<file path="config.mk">
export PLATFORM = sky130hd
export DESIGN_NAME = voting_machine_n
export DESIGN_NICKNAME = d
export VERILOG_FILES = /design/src/rtl/evm_pkg.sv /design/src/rtl/button_debounce.sv /design/src/rtl/voting_machine_n.sv
export SDC_FILE = /design/constraint.sdc
export NUM_CORES = 1
export LEC_CHECK = 0
export CAP_MARGIN = 10
export CORE_ASPECT_RATIO = 1.5
export CORE_UTILIZATION = 25
export DETAILED_ROUTE_END_ITERATION = 10
export GPL_TIMING_DRIVEN = 0
export MAX_ROUTING_LAYER = met4
export SLEW_MARGIN = 20
export SYNTH_ARGS = -nofsm -noshare
export SYNTH_HDL_FRONTEND = slang
export SYNTH_SLANG_ARGS = --single-unit
export TNS_END_PERCENT = 30
</file>
<file path="constraint.sdc">
create_clock -name clock -period 15.15 [get_ports clock]
set_input_delay 3.03 -clock clock [delete_from_list [all_inputs] [get_ports clock]]
set_output_delay 3.03 -clock clock [all_outputs]
set_load 0.05 [all_outputs]
</file>
<file path="src/rtl/evm_pkg.sv">
// Shared definitions for the EVM ballot unit: FSM state encoding, index-width
// helper and the LED acknowledge pattern.
package evm_pkg;

  typedef enum logic [1:0] {
    ST_IDLE   = 2'd0,
    ST_ARMED  = 2'd1,
    ST_ACK    = 2'd2,
    ST_RESULT = 2'd3
  } evm_state_t;

  // Wide all-ones source; the top slices it down to its own COUNT_W.
  localparam int LED_ACK_MAX_W = 32;
  localparam logic [LED_ACK_MAX_W-1:0] LED_ACK_ALL = {LED_ACK_MAX_W{1'b1}};

  function automatic int CAND_IDX_W(input int n);
    if (n > 32'sd1) begin
      return $clog2(n);
    end else begin
      return 32'sd1;
    end
  endfunction

endpackage

</file>
<file path="src/rtl/button_debounce.sv">
// Single-button debouncer: emits one press pulse after DEBOUNCE consecutive
// high samples and nothing more until the button has been released.
module button_debounce #(
  parameter int DEBOUNCE = 10
) (
  input  logic clock,
  input  logic reset,
  input  logic button,
  output logic press
);

  localparam int CNT_W = $clog2(DEBOUNCE + 1);
  localparam logic [CNT_W-1:0] CNT_MAX = CNT_W'(DEBOUNCE);
  localparam logic [CNT_W-1:0] CNT_ARM = CNT_W'(DEBOUNCE - 1);

  logic [CNT_W-1:0] cnt_r;
  logic             press_r;

  // Saturating high-sample counter; the pulse fires only on the D-1 -> D step.
  always_ff @(posedge clock or negedge reset) begin
    if (!reset) begin
      cnt_r   <= '0;
      press_r <= 1'b0;
    end else if (button) begin
      if (cnt_r != CNT_MAX) begin
        cnt_r <= cnt_r + CNT_W'(1'b1);
      end else begin
        cnt_r <= cnt_r;
      end
      press_r <= (cnt_r == CNT_ARM);
    end else begin
      cnt_r   <= '0;
      press_r <= 1'b0;
    end
  end

  assign press = press_r;

endmodule

</file>
<file path="src/rtl/voting_machine_n.sv">
// Parametrised ballot unit: one vote per authorisation, saturating tallies,
// registered leader/tie/total tracking and a result-mode tally display.
module voting_machine_n
  import evm_pkg::*;
#(
  parameter int N_CAND     = 4,
  parameter int COUNT_W    = 8,
  parameter int DEBOUNCE   = 10,
  parameter int ACK_CYCLES = 10,
  localparam int IDX_W     = CAND_IDX_W(N_CAND),
  localparam int TOT_W     = COUNT_W + IDX_W
) (
  input  logic               clock,
  input  logic               reset,
  input  logic               mode,
  input  logic               ballot_en,
  input  logic [N_CAND-1:0]  button,
  output logic [COUNT_W-1:0] led,
  output logic               ready,
  output logic [IDX_W-1:0]   winner,
  output logic               tie,
  output logic [TOT_W-1:0]   total,
  output logic               saturated
);

  localparam int HOLD_W = IDX_W + 1;
  localparam int ACK_W  = $clog2(ACK_CYCLES + 1);
  localparam logic [ACK_W-1:0]   ACK_LAST = ACK_W'(ACK_CYCLES - 1);
  localparam logic [COUNT_W-1:0] LED_ACK  = LED_ACK_ALL[COUNT_W-1:0];

  logic [N_CAND-1:0]  press_s;
  logic               press_any_s;
  logic [IDX_W-1:0]   pick_s;
  logic               full_s;
  logic               vote_s;

  evm_state_t         state_r;
  evm_state_t         state_nxt_s;
  logic [ACK_W-1:0]   ack_cnt_r;
  logic [COUNT_W-1:0] led_r;
  logic [COUNT_W-1:0] led_nxt_s;
  logic               ready_r;

  logic [COUNT_W-1:0] tally_r [N_CAND];

  logic [COUNT_W-1:0] max_s;
  logic [IDX_W-1:0]   lead_s;
  logic [HOLD_W-1:0]  holders_s;
  logic [TOT_W-1:0]   total_s;
  logic               sat_any_s;
  logic [IDX_W-1:0]   winner_r;
  logic               tie_r;
  logic [TOT_W-1:0]   total_r;
  logic               sat_r;

  for (genvar g = 0; g < N_CAND; g++) begin : g_deb
    button_debounce #(
      .DEBOUNCE(DEBOUNCE)
    ) u_deb (
      .clock (clock),
      .reset (reset),
      .button(button[g]),
      .press (press_s[g])
    );
  end

  // Lowest-index press wins when several pulses coincide.
  always_comb begin
    pick_s = '0;
    for (int i = N_CAND - 1; i >= 0; i--) begin
      pick_s = press_s[i] ? IDX_W'(i) : pick_s;
    end
  end

  assign press_any_s = |press_s;
  assign full_s      = (tally_r[pick_s] == LED_ACK);

  // Next-state logic; mode=1 always takes priority and drops any authorisation.
  always_comb begin
    state_nxt_s = state_r;
    vote_s      = 1'b0;
    case (state_r)
      ST_IDLE: begin
        if (mode) begin
          state_nxt_s = ST_RESULT;
        end else if (ballot_en) begin
          state_nxt_s = ST_ARMED;
        end else begin
          state_nxt_s = ST_IDLE;
        end
      end
      ST_ARMED: begin
        if (mode) begin
          state_nxt_s = ST_RESULT;
        end else if (press_any_s) begin
          state_nxt_s = ST_ACK;
          vote_s      = 1'b1;
        end else begin
          state_nxt_s = ST_ARMED;
        end
      end
      ST_ACK: begin
        if (mode) begin
          state_nxt_s = ST_RESULT;
        end else if (ack_cnt_r == ACK_LAST) begin
          state_nxt_s = ST_IDLE;
        end else begin
          state_nxt_s = ST_ACK;
        end
      end
      ST_RESULT: begin
        if (!mode) begin
          state_nxt_s = ST_IDLE;
        end else begin
          state_nxt_s = ST_RESULT;
        end
      end
      default: begin
        state_nxt_s = ST_IDLE;
      end
    endcase
  end

  // LED follows the state being entered: ack pattern, cleared, or a tally readout.
  always_comb begin
    led_nxt_s = led_r;
    case (state_nxt_s)
      ST_ACK: begin
        led_nxt_s = LED_ACK;
      end
      ST_RESULT: begin
        if (state_r != ST_RESULT) begin
          led_nxt_s = '0;
        end else if (press_any_s) begin
          led_nxt_s = tally_r[pick_s];
        end else begin
          led_nxt_s = led_r;
        end
      end
      default: begin
        led_nxt_s = '0;
      end
    endcase
  end

  // Leader search: max first, then the lowest index holding it and the holder count.
  always_comb begin
    max_s     = '0;
    lead_s    = '0;
    holders_s = '0;
    total_s   = '0;
    sat_any_s = 1'b0;
    for (int i = 0; i < N_CAND; i++) begin
      max_s = (tally_r[i] > max_s) ? tally_r[i] : max_s;
    end
    for (int i = N_CAND - 1; i >= 0; i--) begin
      lead_s    = (tally_r[i] == max_s) ? IDX_W'(i) : lead_s;
      holders_s = holders_s + {{IDX_W{1'b0}}, (tally_r[i] == max_s)};
      total_s   = total_s + {{IDX_W{1'b0}}, tally_r[i]};
      sat_any_s = sat_any_s | (tally_r[i] == LED_ACK);
    end
  end

  // FSM state, ack timer and the registered LED/ready outputs.
  always_ff @(posedge clock or negedge reset) begin
    if (!reset) begin
      state_r   <= ST_IDLE;
      ack_cnt_r <= '0;
      led_r     <= '0;
      ready_r   <= 1'b0;
    end else begin
      state_r   <= state_nxt_s;
      led_r     <= led_nxt_s;
      ready_r   <= (state_nxt_s == ST_ARMED);
      if ((state_r == ST_ACK) && (state_nxt_s == ST_ACK)) begin
        ack_cnt_r <= ack_cnt_r + ACK_W'(1'b1);
      end else begin
        ack_cnt_r <= '0;
      end
    end
  end

  // Tallies; a vote on a full tally is still acknowledged but leaves it unchanged.
  always_ff @(posedge clock or negedge reset) begin
    if (!reset) begin
      for (int i = 0; i < N_CAND; i++) begin
        tally_r[i] <= '0;
      end
    end else if (vote_s && !full_s) begin
      tally_r[pick_s] <= tally_r[pick_s] + COUNT_W'(1'b1);
    end else begin
      for (int i = 0; i < N_CAND; i++) begin
        tally_r[i] <= tally_r[i];
      end
    end
  end

  // Leader, tie, total and sticky saturation, one cycle behind the tallies.
  always_ff @(posedge clock or negedge reset) begin
    if (!reset) begin
      winner_r <= '0;
      tie_r    <= 1'b1;
      total_r  <= '0;
      sat_r    <= 1'b0;
    end else begin
      winner_r <= lead_s;
      tie_r    <= (holders_s > HOLD_W'(1'b1));
      total_r  <= total_s;
      sat_r    <= sat_r | sat_any_s;
    end
  end

  assign led       = led_r;
  assign ready     = ready_r;
  assign winner    = winner_r;
  assign tie       = tie_r;
  assign total     = total_r;
  assign saturated = sat_r;

endmodule
</file>
==> Word-level counts from Yosys, hierarchy flattened <==
Cells that the tools add are included.
{ "totals": {"in_bits": 8, "word_cells": 125, "register_bits": 81} }
{ "op_classes": {"muxes": 45, "reduce_logical": 6, "n_bitwise": 5, "n_lt_le_gt_ge": 7, "add_sub_neg": 12, "n_eq_ne": 30} }
{ "op_table": {"columns": ["cell", "n"], "rows": [
  ["two-way mux 8 bit", 9],
  ["== test 8 bit, second input constant", 5],
  ["two-way mux 4 bit", 9],
  ["bitwise mux 32 bit", 1],
  ["== test 8 bit", 4],
  ["two-way mux 2 bit", 14],
  ["> comparator 8 bit", 3],
  ["adder 4 x 1 -> 4 bit, second input constant", 5],
  ["== test 4 bit, second input constant", 5],
  ["binary-select mux 8 bit (select 2 bit)", 1],
  ["demux 8 bit (select 2 bit)", 1],
  ["inequality test 4 bit, second input constant", 4],
  ["one-hot mux 8 bit (2 select lines)", 1],
  ["adder 10 x 8 -> 10 bit", 1],
  ["adder 9 x 8 -> 10 bit", 1],
  ["adder 8 x 8 -> 9 bit", 1],
  ["adder 8 x 1 -> 8 bit, second input constant", 1],
  ["== test 2 bit, second input constant", 4],
  ["> comparator 8 x 1 -> 1 bit, second input constant", 1],
  ["two-way mux 1 bit", 8],
  ["inequality test 2 x 1 -> 1 bit, second input constant", 4],
  ["one-hot mux 2 bit (4 select lines)", 1],
  ["== test 2 x 1 -> 1 bit, second input constant", 2],
  ["OR 1 bit", 4],
  ["other kinds (13)", 15]
]} }

==> Longest topological paths before layout <==
{ "depth": {"depth_word": 13, "mapped_depth": 30, "ltp_nobuf": 26} }

==> Hierarchy <==
From an unflattened synthesis, not the netlist that was laid out.
{ "unflattened": {"cells_unflattened": 710, "area_unflattened_um2": 6805.3} }
{ "modules_own_cells": {"columns": ["module", "area_per_inst_um2", "n_inst", "cells_per_inst"], "rows": [
  ["voting_machine_n", 5719.2, 1, 618],
  ["button_debounce", 271.5, 4, 23]
]} }

==> Worst setup path after synthesis <==
OpenSTA, ideal clock, no wires.
{ "synth_timing": {"path_kind": "reg-to-reg", "from": "register tally_r[27] (netlist name)", "to": "register tie_r (netlist: tie)", "period_less_slack_ns": 6.149, "t_required_ns": 15.072, "path_stages_with_launch": 27, "t_arrival_ns": 6.071, "path_buffers": 4, "setup_ns": 0.078, "setup_slack_ns": 9.001, "path_cell_list": "dfrtp_1 -> clkbuf_1 -> inv_1 -> ha_1 -> nand4_1 -> or2_1 -> clkbuf_1 -> and2_0 -> buf_2 -> o32ai_2 -> ha_1 -> nor2b_1 -> o211ai_1 -> a211o_1 -> nand2_1 -> clkbuf_1 -> o31a_1 -> ha_1 -> o21a_1 -> o21a_1 -> o31ai_1 -> o2111ai_1 -> o31ai_1 -> nor3_1 -> and3b_1 -> fa_1 -> a31o_1"} }
{ "synth_between": {"elab_chain_cells": 13, "elab_cells_between_ends": 16} }
{ "synth_rtl": {"columns": ["item", "line_no", "rtl"], "rows": [
  ["from (decl)", "voting_machine_n.sv:44", "logic [COUNT_W-1:0] tally_r [N_CAND];"],
  ["from (signal, indexed assignment)", "voting_machine_n.sv:190", "tally_r[pick_s] <= tally_r[pick_s] + COUNT_W'(1'b1);"],
  ["from (signal, indexed assignment)", "voting_machine_n.sv:193", "tally_r[i] <= tally_r[i];"],
  ["> comparator 8 x 1 -> 1 bit", "voting_machine_n.sv:154", "max_s = (tally_r[i] > max_s) ? tally_r[i] : max_s;"],
  ["two-way mux 8 bit", "voting_machine_n.sv:154", null],
  ["> comparator 8 bit", "voting_machine_n.sv:154", null],
  ["two-way mux 8 bit", "voting_machine_n.sv:154", null],
  ["> comparator 8 bit", "voting_machine_n.sv:154", null],
  ["two-way mux 8 bit", "voting_machine_n.sv:154", null],
  ["> comparator 8 bit", "voting_machine_n.sv:154", null],
  ["two-way mux 8 bit", "voting_machine_n.sv:154", null],
  ["== test 8 bit", "voting_machine_n.sv:158", "holders_s = holders_s + {{IDX_W{1'b0}}, (tally_r[i] == max_s)};"],
  ["adder 1 x 1 -> 2 bit", "voting_machine_n.sv:158", null],
  ["adder 2 x 1 -> 3 bit", "voting_machine_n.sv:158", null],
  ["adder 3 x 1 -> 3 bit *", "voting_machine_n.sv:158", null],
  ["> comparator 3 x 1 -> 1 bit *", "voting_machine_n.sv:207", "tie_r <= (holders_s > HOLD_W'(1'b1));"],
  ["to (signal assigned)", "voting_machine_n.sv:207", null],
  ["to (decl)", "voting_machine_n.sv:52", "logic tie_r;"]
]} }
Mark *: on every way between the ends. The rest lies on a longest branch, timed or not.
A chain may end at the register's enable or synchronous reset.

==> Final worst setup path <==
{ "layout_timing": {"from": "register tally_r[25] (netlist name)", "to": "register tie_r (netlist: tie)"} }
Same word-level chain as after synthesis.

==> key figures <==
Status
  – Status: finished, violations left
  – Failing checks: design-rule violations

Floorplanning
  – Top Ports: 31
  – Die width: 132 µm
  – Die area: 26100 µm²
  – Num rows: 71
  – Starting Density: 25.4%
  – Core Region: 25100 µm²
  – DIE HEIGHT: 197 µm

Clock network
  – Clock Latency Late Sink: 0.36 ns
  – H-tree depth: 3
  – Bufs on Longest Clock Path: 2
  – Hold Buf Count CTS: 0
  – CTS Buf Count: 9
  – Setup Buffers After CTS: 0
  – Cts repair resizes: 0
  – CTS tree: built
  – Sink Count: 81
  – Root buf cell: clkbuf_16
  – Reg clk slew, reported paths: 0.06 ns

Placed design
  – Placed insts: 1035
  – IO Port Bufs: 30
  – Routability cong.: 0.934
  – Dpl ws: 7.73 ns
  – Detailed placer's ending HPWL: 14800 µm
  – Placed inst area: 7100 µm²

Synthesis
  – Async S/R FF share, synth: 100%
  – Yosys warning count: 0
  – Post-synth top flop: dfrtp_1
  – Distinct cells, synth: 74
  – Post-Syn Nets: 751
  – Number of synthesized register bits: 81
  – Gate Count Post-Synth: 676
  – Sequential area share after synthesis: 31.9%
  – Avg Cell Area, Syn: 9.41 µm²
  – Post-synth EDFFs: 0
  – Mapped Area: 6360 µm²

Route
  – Drt pass-1 iters: 8
  – WL/cell: 18.3 µm
  – Initial DRC count: 436
  – DRC viols: 2
  – Vias/cell: 5.10
  – Vias: 5362
  – Final antenna-violating net count: 0
  – Total wire length: 19300 µm

Timing
  – Fmax: 0.131 GHz
  – Finish-stage setup viols: 0
  – Final-report max-slew violation count: 0
  – Final WS setup: 7.54 ns
  – Period utilisation layout: 50.2%
  – Hold WS: 0.490 ns
  – Worst Clk Skew: 0.0169 ns
  – Slew @ Worst Pin: 0.925 ns
  – RSZ-0062 raised after global routing: no
  – Final Hold Fails: 0
  – Slew HR: 36.7%
  – TNS Setup: 0 ns
  – Post-route minimum period: 7.61 ns

Power
  – VDD IR-drop max: 0.0443 mV
  – Leak: 3.37 nW
  – Power Total: 508 µW
  – Power Density: 68.4 nW/µm²

Final layout
  – Core Util, Final: 29.7%
  – Diode count: 0
  – Fillers: 2669
  – Final Instance Area: 7430 µm²
  – Nets: 793
  – Area Growth Syn to Fin: 16.8%
  – Final Instance Count excl. Fillers: 1051
  – Share of cells above drive strength 1: 7.88%

Setup path
  – Path depth of the worst reg2reg path: 25
  – Worst EP arrival: 7.89 ns
  – Setup CP Type: reg2reg
  – Crit Path Max Fanout: 10
  – Worst path required time: 15.43 ns
  – CP endpoint kind: flop
  – Critical path startpoint category: flop

Flow run
  – Max Cap Viol: 0

Global routing
  – Gr ovfl total: 0
  – Gr usage total: 15.8%
  – Pin count of the biggest net entering global routing: 55
  – Global-route wire length before repair: 30100 µm
  – Vias in the first global route: 5338
  – Initial antenna violation count: 0

Hold path
  – Hold Crit Class: reg2reg
  – Hold depth: 2
-- final cells by class --
class,count,area [µm²],share of cell area [%]
repair buffers,31,325,4.38
well taps,328,410,5.52
flip-flops and latches,81,2030,27.3
plain buffers,43,188,2.53
clock inverters,6,91.3,1.23
multi-input cells,511,4000,53.8
clock buffers,10,239,3.22
inverters,41,154,2.07
-- routing by layer --
| metal | wire length (µm) | vias to the layer above | global-route usage [%] |
|---|---|---|---|
| li1 | - | 2493 | - |
| met2 | 10000 | 177 | 28.3 |
| met5 | 0 | - | - |
| met4 | 1290 | 0 | 11.9 |
| met1 | 7080 | 2618 | 15.7 |
| met3 | 879 | 74 | 2.00 |
-- Yosys cell counts (7+ instances only) --
cell type  number  area share, %
a21o_1          7           0.83
a21oi_1        50            3.9
and2_1         12            1.2
clkbuf_1       33            1.9
dfrtp_1        80             31
fa_1           17            5.4
ha_1           50            9.8
inv_1          40            2.4
mux2_1         10            1.8
mux2_4         10            2.4
nand2_1        43            2.5
nand3_1        12           0.94
nand4_1        20            2.0
nor2_1         34            2.0
nor2b_1        14            1.4
nor3_1          8           0.63
nor4_1         12            1.2
o21ai_0        16            1.3
o21ai_1        17            1.3
o22ai_1         8           0.79
xnor2_1        30            4.1
xor2_1         37            5.1
-- where the power goes --
part / leakage [nW] / switching (mW) / total (mW) / internal (mW)
logic: 2.15 / 0.0237 / 0.0375 / 0.0138
clock network: 0.151 / 0.0943 / 0.243 / 0.149
registers: 1.07 / 0.00523 / 0.227 / 0.222
total: 3.37 / 0.123 / 0.508 / 0.385
-- cell usage in the layout, fill, tap and decap left out, types with 6 or more instances in the layout --
| cell type | n |
|---|---|
| clkdlybuf4s50_1 | 29 |
| nor3_1 | 8 |
| nor2b_1 | 14 |
| nor3b_1 | 6 |
| xor2_1 | 37 |
| ha_1 | 50 |
| buf_2 | 6 |
| o22ai_1 | 8 |
| nand4_1 | 20 |
| a21oi_1 | 50 |
| clkbuf_16 | 9 |
| nand2_1 | 43 |
| clkbuf_1 | 33 |
| fa_1 | 17 |
| o21ai_1 | 17 |
| mux2_1 | 10 |
| mux2_4 | 10 |
| and3_1 | 6 |
| nand3_1 | 12 |
| dfrtp_1 | 80 |
| a21o_1 | 7 |
| o21ai_0 | 16 |
| inv_1 | 40 |
| and2_1 | 12 |
| xnor2_1 | 30 |
| nor4_1 | 12 |
| nor2_1 | 34 |
-- registers in the layout (all words and copies together), names as in the netlist --
name and cells:
g_deb.u_deb.press 4, winner 2, total 10, saturated 1
ack_cnt_r 4, tie 1, led 8, ready 1
tally_r 32, state_r 2, g_deb.u_deb.cnt_r 16
-- worst max-delay path: stages (launching register included) --
cell	delay, ns
dfrtp_1	0.45
clkbuf_1	0.50
inv_1	0.16
ha_1	0.32
nor2b_1	0.14
o211ai_1	0.28
a21oi_1	0.15
o32ai_1	0.77
or2_2	0.24
ha_1	0.24
nand4_1	0.16
nor2_1	0.10
a211oi_1	0.32
nor2_1	0.19
clkbuf_1	0.30
a31oi_1	0.32
inv_1	0.08
ha_1	0.32
a21oi_1	0.18
o21ai_1	0.13
o31ai_2	0.74
nand2_1	0.25
a41oi_1	0.29
and3b_1	0.24
fa_1	0.45
a31o_1	0.19
-- logic make-up (layout without fill, tap and decap cells) --
logic type / Yosys count / in the layout / share of synthesized area (%)
simple gates: 189 / 189 / 15.9
flops: 81 / 81 / 31.9
mux: 26 / 26 / 5.10
compound gates: 162 / 162 / 17.3
fa+ha+maj: 67 / 67 / 15.2
buf+inv: 84 / 131 / 5.37
xor+xnor: 67 / 67 / 9.23
-- worst paths after layout --
kind | slack [ns] | to | startpoint
setup reg to reg | 7.54 | tie | tally_r[25]
hold reg to reg | 0.49 | led[4] | led[4]
max in group asynchronous | 11.86 | tie | reset
hold / removal | 0.49 | led[4] | led[4]
setup / recovery | 7.54 | tie | tally_r[25]
min in group asynchronous | 2.61 | total[8] | reset
(Power assumes the default switching activity.)
